File: config.mk
export PLATFORM = sky130hd
export DESIGN_NAME = seq_ctrl
export DESIGN_NICKNAME = d
export VERILOG_FILES = /design/src/rtl/cpu_pkg.sv /design/src/rtl/cc_reg.sv /design/src/rtl/seq_ctrl.sv
export SDC_FILE = /design/constraint.sdc
export NUM_CORES = 1
export LEC_CHECK = 0
export CAP_MARGIN = 10
export CORE_ASPECT_RATIO = 0.9
export CORE_MARGIN = 2
export CORE_UTILIZATION = 46
export CTS_CLUSTER_SIZE = 40
export DETAILED_ROUTE_END_ITERATION = 10
export GPL_ROUTABILITY_DRIVEN = 1
export PLACE_DENSITY = 0.82
export RECOVER_POWER = 100
export SETUP_SLACK_MARGIN = 0.05
export SYNTH_ARGS = -nofsm -noshare
export SYNTH_HDL_FRONTEND = slang
export SYNTH_HIERARCHICAL = 1
export SYNTH_SLANG_ARGS = --single-unit
File: constraint.sdc
create_clock -name clka -period 3.5 [get_ports clka]
set_input_delay 0.7 -clock clka [delete_from_list [all_inputs] [get_ports clka]]
set_output_delay 0.7 -clock clka [all_outputs]
set_load 0.05 [all_outputs]
File: src/rtl/cpu_pkg.sv
// Shared encodings for the sequencer: FSM states, opcodes, PC-select codes
// and the condition-code reset value.
package cpu_pkg;

    typedef enum logic [2:0] {
        S_FETCH  = 3'd0,
        S_DECODE = 3'd1,
        S_EXEC   = 3'd2,
        S_MEM    = 3'd3,
        S_WB     = 3'd4,
        S_HALT   = 3'd5
    } state_t;

    localparam logic [3:0] OP_BR   = 4'b0000;
    localparam logic [3:0] OP_ADD  = 4'b0001;
    localparam logic [3:0] OP_LD   = 4'b0010;
    localparam logic [3:0] OP_ST   = 4'b0011;
    localparam logic [3:0] OP_AND  = 4'b0101;
    localparam logic [3:0] OP_NOT  = 4'b1001;
    localparam logic [3:0] OP_JMP  = 4'b1100;
    localparam logic [3:0] OP_HALT = 4'b1111;

    localparam logic [1:0] PC_HOLD   = 2'b00;
    localparam logic [1:0] PC_INC    = 2'b01;
    localparam logic [1:0] PC_BRANCH = 2'b10;
    localparam logic [1:0] PC_JUMP   = 2'b11;

    localparam logic [2:0] CC_RESET = 3'b010;

    function automatic logic is_alu_op(input logic [3:0] op);
        return (op == OP_ADD) || (op == OP_AND) || (op == OP_NOT);
    endfunction

endpackage

File: src/rtl/cc_reg.sv
// Condition-code register {N,Z,P} with one-hot qualified update and
// branch-taken evaluation against the instruction's condition mask.
module cc_reg
    import cpu_pkg::*;
(
    input  logic       clka,
    input  logic       reset,
    input  logic       update,
    input  logic [2:0] alu_flags,
    input  logic [2:0] br_mask,
    output logic [2:0] cc,
    output logic       taken
);

    logic one_hot;

    // Malformed flag sets (none or several bits high) must not corrupt CC.
    assign one_hot = (alu_flags == 3'b100) || (alu_flags == 3'b010) || (alu_flags == 3'b001);

    always_ff @(posedge clka) begin
        if (reset) begin
            cc <= CC_RESET;
        end else if (update && one_hot) begin
            cc <= alu_flags;
        end
    end

    assign taken = |(br_mask & cc);

endmodule

File: src/rtl/seq_ctrl.sv
// Multi-cycle instruction sequencer: fetch/decode/execute/memory/writeback
// control strobes, memory wait timeout with sticky fault, and HALT.
module seq_ctrl
    import cpu_pkg::*;
#(
    parameter int WAIT_MAX = 15
) (
    input  logic       clka,
    input  logic       reset_in,
    input  logic [3:0] opcode_in,
    input  logic       n_dec_in,
    input  logic       z_dec_in,
    input  logic       p_dec_in,
    input  logic       n_alu_in,
    input  logic       z_alu_in,
    input  logic       p_alu_in,
    input  logic       mem_ready_in,
    output logic       mem_req_out,
    output logic       mem_we_out,
    output logic       ir_we_out,
    output logic [1:0] pc_ctl_out,
    output logic       we_reg_out,
    output logic [2:0] state_out,
    output logic [2:0] cc_out,
    output logic       fault_out
);

    localparam int CW = $clog2(WAIT_MAX + 1);
    localparam logic [CW-1:0] WAIT_LAST = CW'(WAIT_MAX - 1);

    state_t          state;
    state_t          state_next;
    logic [CW-1:0]   wait_cnt;
    logic            waiting;
    logic            timeout;
    logic            cc_update;
    logic            taken;

    cc_reg u_cc_reg (
        .clka      (clka),
        .reset     (reset_in),
        .update    (cc_update),
        .alu_flags ({n_alu_in, z_alu_in, p_alu_in}),
        .br_mask   ({n_dec_in, z_dec_in, p_dec_in}),
        .cc        (cc_out),
        .taken     (taken)
    );

    assign waiting   = ((state == S_FETCH) || (state == S_MEM)) && !mem_ready_in;
    assign state_out = state;

    always_ff @(posedge clka) begin
        if (reset_in) begin
            state     <= S_FETCH;
            wait_cnt  <= '0;
            fault_out <= 1'b0;
        end else begin
            state     <= state_next;
            fault_out <= fault_out | timeout;
            if (state_next != state) begin
                wait_cnt <= '0;
            end else if (waiting) begin
                wait_cnt <= wait_cnt + 1'b1;
            end
        end
    end

    // A memory response has priority over the timeout in the same cycle.
    always_comb begin
        state_next  = state;
        mem_req_out = 1'b0;
        mem_we_out  = 1'b0;
        ir_we_out   = 1'b0;
        pc_ctl_out  = PC_HOLD;
        we_reg_out  = 1'b0;
        cc_update   = 1'b0;
        timeout     = 1'b0;

        case (state)
            S_FETCH: begin
                mem_req_out = 1'b1;
                if (mem_ready_in) begin
                    ir_we_out  = 1'b1;
                    pc_ctl_out = PC_INC;
                    state_next = S_DECODE;
                end else if (wait_cnt == WAIT_LAST) begin
                    timeout    = 1'b1;
                    state_next = S_HALT;
                end
            end
            S_DECODE: begin
                state_next = S_EXEC;
            end
            S_EXEC: begin
                state_next = S_FETCH;
                if (is_alu_op(opcode_in)) begin
                    we_reg_out = 1'b1;
                    cc_update  = 1'b1;
                end else begin
                    case (opcode_in)
                        OP_BR:   pc_ctl_out = taken ? PC_BRANCH : PC_HOLD;
                        OP_JMP:  pc_ctl_out = PC_JUMP;
                        OP_LD,
                        OP_ST:   state_next = S_MEM;
                        OP_HALT: state_next = S_HALT;
                        default: state_next = S_FETCH;
                    endcase
                end
            end
            S_MEM: begin
                mem_req_out = 1'b1;
                mem_we_out  = (opcode_in == OP_ST);
                if (mem_ready_in) begin
                    state_next = (opcode_in == OP_LD) ? S_WB : S_FETCH;
                end else if (wait_cnt == WAIT_LAST) begin
                    timeout    = 1'b1;
                    state_next = S_HALT;
                end
            end
            S_WB: begin
                we_reg_out = 1'b1;
                cc_update  = 1'b1;
                state_next = S_FETCH;
            end
            S_HALT: begin
                state_next = S_HALT;
            end
            default: begin
                state_next = S_FETCH;
            end
        endcase

        // Reset silences every strobe, whatever the current state.
        if (reset_in) begin
            mem_req_out = 1'b0;
            mem_we_out  = 1'b0;
            ir_we_out   = 1'b0;
            pc_ctl_out  = PC_HOLD;
            we_reg_out  = 1'b0;
            cc_update   = 1'b0;
            timeout     = 1'b0;
        end
    end

endmodule

# Word level (Yosys, flattened, before mapping)
# Index checks and enable logic that the tools add are counted.
# totals
ff_bits	11
# classes
n_addsub	1
eq_ne	17
n_mux	27
bitwise_logic	2
n_reduce_logical	14
# op_table
op	count
equality test 4 bit (second input constant)	4
two-way mux 3 bit	5
one-hot mux 3 bit (5 select lines)	1
two-way mux 1 bit	14
equality test 3 x 2 -> 1 bit (second input constant)	3
equality test 3 bit (second input constant)	3
equality test 4 x 2 -> 1 bit (second input constant)	2
one-hot mux 2 bit (2 select lines)	2
equality test 3 x 1 -> 1 bit (second input constant)	2
two-way mux 2 bit	3
one-hot mux 3 bit (2 select lines)	1
OR reduction 2 bit	3
logical OR 1 bit	5
adder 4 x 1 -> 4 bit (second input constant)	1
equality test 4 x 1 -> 1 bit (second input constant)	1
equality test 4 x 3 -> 1 bit (second input constant)	1
logical NOT 4 bit	1
bitwise AND 3 bit	1
logical NOT 3 bit	1
inequality test 3 bit	1
OR reduction 3 bit	1
logical AND 1 bit	2
one-hot mux 1 bit (2 select lines)	1
logical NOT 1 bit	1
bitwise OR 1 bit	1

# Longest topological paths before layout
# Gate-level depths: netlist of the first run.
# depth
depth_word	7
mapped_depth	8

# Hierarchy
# Netlist of the first run, hierarchy kept.
# modules_own_cells
module	n_inst	cells_each	area_each_um2
seq_ctrl	1	69	544.3
cc_reg	1	20	166.4

# Worst setup path before layout of the first run
# Ideal clock, no wire load.
# synth_timing
kind	input -> output
startpoint	in mem_ready_in
endpoint	out pc_ctl_out[0]
t_arrival_ps	3245
t_required_ps	2800
slack_ps	-445
stages	3
path_buffers	1
path_cell_list	clkbuf_1 nor4b_1 o21bai_1
# synth_via
elab_chain_len	3
# synth_lines
element	line	text
start, declared	seq_ctrl.sv:17	input logic mem_ready_in,
two-way mux 1 bit	seq_ctrl.sv:82	if (mem_ready_in) begin
one-hot mux 2 bit (2 select lines)	seq_ctrl.sv:79	case (state)
two-way mux 2 bit	seq_ctrl.sv:134	if (reset_in) begin
end, declared	seq_ctrl.sv:21	output logic [1:0] pc_ctl_out,
# Every way passes these cells.

# Final worst setup path of the first run
# layout_timing
startpoint	in opcode_in[1]
endpoint	out pc_ctl_out[0]
# layout_via
elab_chain_len	6
word_cells_on_any_way	11
classes_between	4 x eq/ne; 4 x mux; 3 x reduce/logical
# layout_lines
element	line	text
start, declared	seq_ctrl.sv:10	input logic [3:0] opcode_in,
branches (longest 3 deep; another with equality test 4 bit)	-	
two-way mux 2 bit *	seq_ctrl.sv:96	if (is_alu_op(opcode_in)) begin
one-hot mux 2 bit (2 select lines) *	seq_ctrl.sv:79	
two-way mux 2 bit *	seq_ctrl.sv:134	
# Mark *: on every way between the ends.

==> summary.txt, run 1 <==
Outcome
  • Outcome: complete, no violations

GRT
  • Antenna violations before repair: 0
  • Largest net degree at the start of global routing: 14
  • Grt ovf: 0
  • Vias in the first global route: 630
  • GRT Util Overall: 20.1%
  • First-pass GRT wire length: 2.73 mm

Worst setup path
  • Crit-path slowest cell: dlygate4sd3_1
  • WP data required: 2800 ps
  • CP peak stage delay: 620 ps
  • Reg-to-reg endpoint: u_cc_reg/cc[1]
  • Worst setup SP type: input port
  • Flop2flop setup slack: 1450 ps
  • CP cell instances: dlygate4sd3_1 > or4_4 > o21bai_1 > clkbuf_1
  • Worst r2r path cells: 7
  • CP Data Arrival Time: 2510 ps
  • CP Class: input port to primary output
  • CP delay by family, top: buffers and inverters
  • Worst r2r src: state_out[2]
  • Worst setup EP type: primary output
  • Critical Path Fanout Max: 6
  • WP buf/inv: 2

Synth
  • Main synth FF type: dfxtp_1
  • Syn nets: 104
  • Distinct cells, synth: 36
  • Top post-synthesis cells by count: dfxtp_1 (11), a21oi_1 (8), nor2_1 (8), nand2_1 (6)
  • Synth Warn #: 6
  • Largest area contributor in the netlist: dfxtp_1
  • Most frequent cell after synthesis: dfxtp_1
  • Syn Area/Cell: 7.99 µm²
  • Synth top area share: 31.0%
  • Seq cells post-synth: 11
  • Area contributors post-synth: dfxtp_1 (31%), a21oi_1 (5.6%), xnor2_1 (4.9%)
  • Post-synthesis sequential area ratio: 31.0%
  • Number of synthesized flops with an enable pin: 0
  • Synth async-reset ratio: 0%
  • Mapped Cells: 89
  • Post-Syn Area: 711 µm²

Routing
  • Avg WL per Cell: 13.7 µm
  • Starting DRT DRC Count: 30
  • Drt drc: 0
  • First-pass DRT Iterations: 4
  • Vias per cell: 5.91
  • Drt total wl: 1.78 mm
  • Vias: 768
  • Antenna Nets Post-Route: 0

STA
  • Actual slew at the worst max-slew pin: 599 ps
  • Unrepaired setup endpoints after global routing: no
  • Clock period minus worst slack: 3210 ps
  • Slew headroom: 60.2%
  • Slew Viols, Final: 0
  • Final setup vio count: 0
  • Setup Skew: 0.443 ps
  • Final Hold Viols: 0
  • F_max: 311 MHz
  • Final period utilization: 91.8%
  • Post-Route Setup TNS: 0 ps

Power
  • Leakage: 0.350 nW
  • Pwr/cell area: 318 nW/µm²
  • Peak VDD IR: 231 µV

Clock network
  • Clk Latency, worst-skew pair: 260 ps
  • Sink Count: 11
  • Cells resized by post-CTS repair: 0
  • H-tree level count: 1
  • CTS tree: yes
  • Clock root cell: clkbuf_4
  • Setup Fix Bufs, Post-CTS: 0
  • CTS max path bufs: 2
  • Cts-stage hold buffer count: 0
  • Clock transition at path regs: 70 ps
  • Num CTS Buffers: 3

Final layout
  • Fin nets: 131
  • Largest register FFs: 4
  • Multi-input logic area: 452 µm²
  • Seq. cell area: 220 µm²
  • Final core utilization: 66.5%
  • Share of layout cells above drive strength 1: 6.96%
  • Synthesis-to-layout area growth: 35.4%
  • Fillers: 133
  • N_diodes: 0

Die
  • Starting density of the core: 49.1%
  • Die X: 45.4 µm
  • Die Y: 41.3 µm
  • Core area: 1450 µm²
  • I/O pin total: 26
  • Die area: 1880 µm²
  • Cell row count: 13

Worst hold path
  • Hold depth: 2
  • Hold path startpoint: fault_out
  • Min-Delay Path Class: flop to flop
  • Hold path endpoint: fault_out

Placed design
  • Port Buffer Count: 25
  • HPWL after detailed placement: 1.32 mm
  • Routability cong.: 0.837

Run
  • Max_cap viols: 0
-- metrics by stage --
step	instance area [µm²]	hold WS (ps)	instances	worst slack [ps]	power [mW]
global route	962	463	130	244	0.320
detailed placement	995	442	126	507	0.230
floorplan	717	499	89	331	0.194
CTS	1020	455	130	493	0.314
global placement	995	448	126	509	0.229
finish	962	448	130	288	0.306
-- cell type report --
| class | count | share of cell area [%] |
|---|---|---|
| clock buffers | 4 | 2.73 |
| repair buffers | 26 | 23.9 |
| inverters | 4 | 1.56 |
| flip-flops and latches | 11 | 22.9 |
| multi-input cells | 70 | 46.9 |
| well taps | 15 | 1.95 |
-- cells by family after synthesis --
| group | count (synthesis) | synth area share (%) |
|---|---|---|
| xor+xnor | 5 | 6.16 |
| buf+inv | 8 | 5.46 |
| flops | 11 | 31.0 |
| compound gates | 24 | 22.9 |
| fa+ha+maj | 2 | 3.52 |
| simple gates | 39 | 31.0 |
-- per-layer routing --
metal	up-vias	track usage, %	share of wire, %
met2	23	31.3	44
met1	362	28.3	50
li1	381	-	-
met3	2	1.29	5.3
met5	-	0	0
met4	0	10.3	0.78
-- power by group --
part	internal (mW)	switching (mW)	total [mW]
combinational	0.0351	0.0500	0.0850
sequential	0.129	0.00786	0.137
clock	0.0440	0.0400	0.0840
-- cells in the final DEF, fill, tap and decap left out, drive strengths merged, types with 2 or more instances in the layout --
cell type      count
ha                 2
inv                4
nor4b              2
o21ai              3
a31oi              3
nand2              6
clkdlybuf4s50     10
dlygate4sd3       10
clkbuf             8
nor4               2
dfxtp             11
nand3b             2
buf                2
nand3              4
xnor2              4
and3               2
nor2               8
nand2b             3
a21oi              8
a211o              2
nor3               3
-- tightest hold or removal path: cells and delay by family, from the launching register on --
kind | cells | cell delay, ps
compound gates | 1 | 50
buf+inv | 1 | 40
flops | 1 | 310
-- worst max path at each step --
stage / from / end / slack, ps / cells past startpoint
global placement: reset_in / mem_req_out / 510 / 4
floorplan: state_out[0] / pc_ctl_out[0] / 330 / 4
detailed placement: reset_in / mem_req_out / 510 / 4
finish: opcode_in[1] / pc_ctl_out[0] / 290 / 4
CTS: reset_in / mem_req_out / 490 / 4
global route: reset_in / pc_ctl_out[0] / 240 / 5
(Power assumes the default switching activity.)
==> run 2, diff against run 1 <==
- CTS_BUF_LIST: default -> sky130_fd_sc_hd__clkbuf_16
==> run 2 against run 1 <==
Effect of this change:
- sequential share of layout area fell by 1.2 points
- global-route usage up 0.15 points
- clock skew barely moved
- combinational power shrank 0.5%
- clock-buffer cell count shrank 1
- highest routed layer unchanged
==> summary.txt, run 2 (synthesized netlist as in run 1, its figures left out) <==
Outcome
  • Outcome: complete, no violations

Worst setup path
  • CP Class: input port to primary output
  • Worst r2r src: state_out[2]
  • CP Data Arrival Time: 2510 ps (about the same)
  • Worst setup SP type: input port
  • CP cell instances: dlygate4sd3_1 > or4_4 > o21bai_1 > clkbuf_1
  • CP delay by family, top: buffers and inverters
  • Worst setup path start: opcode_in[1]
  • Crit-path slowest cell: dlygate4sd3_1
  • Worst setup EP type: primary output
  • WP buf/inv: 2 (unchanged)
  • Instance count on the critical path: 4 (unchanged)
  • WP data required: 2800 ps (about the same)
  • Worst r2r path cells: 7 (unchanged)
  • Critical Path Fanout Max: 6 (unchanged)
  • Flop2flop setup slack: 1490 ps (+40 ps)
  • Reg-to-reg endpoint: u_cc_reg/cc[1]
  • CP peak stage delay: 620 ps (about the same)

Die
  • Die area: 1880 µm² (unchanged)
  • Die Y: 41.3 µm (unchanged)
  • Cell row count: 13 (unchanged)
  • Starting density of the core: 49.1% (unchanged)
  • Core area: 1450 µm² (unchanged)
  • Die X: 45.4 µm (unchanged)
  • I/O pin total: 26 (unchanged)

Worst hold path
  • Hold depth: 2 (unchanged)
  • Hold path startpoint: fault_out
  • Min-Delay Path Class: flop to flop
  • Hold path endpoint: fault_out

Final layout
  • Largest register FFs: 4 (unchanged)
  • Synthesis-to-layout area growth: 42.8%
  • Most frequent cells in the layout: dfxtp_1 (11), dlygate4sd3_1 (10), clkdlybuf4s50_1 (10), nor2_1 (8), a21oi_1 (8)
  • Seq. cell area: 220 µm² (unchanged)
  • Commonest non-fill, non-tap cell in the layout: dfxtp_1
  • N_diodes: 0 (unchanged)
  • Post-route insts no fill: 130 (unchanged)
  • Fin nets: 131 (unchanged)
  • Fillers: 124 (-6.8%)
  • Fin area: 1010 µm² (+5.5%)
  • Multi-input logic area: 452 µm² (unchanged)
  • Share of layout cells above drive strength 1: 6.96% (unchanged)

Power
  • Switch Pwr: 0.108 mW (+11%)
  • Leakage: 0.378 nW (+7.8%)
  • Pwr/cell area: 416 nW/µm² (+31%)
  • Sw Ratio: 25.6% (-6.3 points)
  • Peak VDD IR: 402 µV (+74%)
  • Sequential share of power: 32.6% (-12 points)
  • PnR Total Power: 0.423 mW (+38%)
  • Pint: 0.314 mW (+51%)
  • Clock network power share: 47.4% (+20 points)
  • Gate power share: 20.0% (-7.8 points)

Routing
  • Vias per cell: 5.95 (+0.78%)
  • Starting DRT DRC Count: 22 (-27%)
  • Antenna Nets Post-Route: 0 (unchanged)
  • Vias: 774 (+0.78%)
  • Drt total wl: 1.77 mm (-0.73%)
  • Avg WL per Cell: 13.6 µm (-0.73%)
  • First-pass DRT Iterations: 4 (unchanged)
  • Drt drc: 0 (unchanged)

STA
  • Final period utilization: 91.7% (about the same)
  • Post-Route Setup TNS: 0 ps (unchanged)
  • Final Hold Viols: 0 (unchanged)
  • Final setup vio count: 0 (unchanged)
  • Slew Viols, Final: 0 (unchanged)
  • WHS: 442 ps (-5.34 ps)
  • Slew headroom: 60.2% (about the same)
  • Setup Skew: 0.533 ps (+0.0899 ps)
  • Unrepaired setup endpoints after global routing: no
  • Clock period minus worst slack: 3210 ps (-1.85 ps)
  • Actual slew at the worst max-slew pin: 600 ps (+0.169 ps)
  • F_max: 312 MHz (about the same)

GRT
  • Vias in the first global route: 640 (+1.6%)
  • First-pass GRT wire length: 2.75 mm (+1.0%)
  • Largest net degree at the start of global routing: 14 (unchanged)
  • Antenna violations before repair: 0 (unchanged)
  • Met3 Track Usage GR: 2.59% (+1.3 points)
  • Grt ovf: 0 (unchanged)
  • Most used routing layer: met2
  • GRT Util Overall: 20.3% (+0.15 points)
  • Met1 GRT Util: 27.9% (-0.41 points)
  • M2 GR Usage: 33.1% (+1.8 points)

Clock network
  • Sink Count: 11 (unchanged)
  • CTS max path bufs: 2 (unchanged)
  • Clock transition at path regs: 40 ps (-30 ps)
  • Clk Latency, worst-skew pair: 230 ps (-30 ps)
  • Num CTS Buffers: 3 (unchanged)
  • Cells resized by post-CTS repair: 0 (unchanged)
  • Cts-stage hold buffer count: 0 (unchanged)
  • H-tree level count: 1 (unchanged)
  • Setup Fix Bufs, Post-CTS: 0 (unchanged)
  • Clock root cell: clkbuf_16
  • CTS tree: yes

Run
  • Max_cap viols: 0 (unchanged)

Placed design
  • HPWL after detailed placement: 1.32 mm (unchanged)
  • Routability cong.: 0.837 (unchanged)
  • Placed Cells: 126 (unchanged)
  • Port Buffer Count: 25 (unchanged)
  • Cell Area, Placed: 995 µm² (unchanged)
==> run 2: worst reg2reg max path, delay by kind of cell (launching register included) <==
kind | cells | cell delay [ps]
and+or+nand+nor | 3 | 420
DFF | 1 | 420
buffers and inverters | 1 | 150
AOI/OAI and AO/OA | 3 | 920
==> run 2: cell type report <==
cell class                 instances  area share, %
clock buffer                       3           7.40
timing repair buffer              26           22.7
tap                               15           1.85
multi-input combinational         70           44.5
clock inverter                     1          0.370
sequential                        11           21.7
inverter                           4           1.48
==> run 2: how the worst max path moves through the flow <==
stage / end
global route: pc_ctl_out[0]
detailed placement: mem_req_out
finish: pc_ctl_out[0]
global placement: mem_req_out
CTS: mem_req_out
floorplan: pc_ctl_out[0]
==> run 2: stage by stage <==
stage / setup WS (ps) / util (%)
finish: 290 / 70.1
global route: 244 / 70.1
CTS: 501 / 74.2
detailed placement: 507 / 68.7
global placement: 509 / 68.7
floorplan: 331 / -
==> run 2: metal layers <==
metal	up-vias	wire length, µm
met5	-	0
met4	0	19
met3	2	88
met2	27	814
met1	360	850
li1	385	-
==> run 2: power by group through the flow <==
stage	sequential [mW]	clock (mW)	combinational, mW
global placement	0.140	0	0.0895
floorplan	0.143	0	0.0512
CTS	0.138	0.206	0.0912
detailed placement	0.140	0	0.0906
global route	0.138	0.214	0.0904
finish	0.138	0.200	0.0846
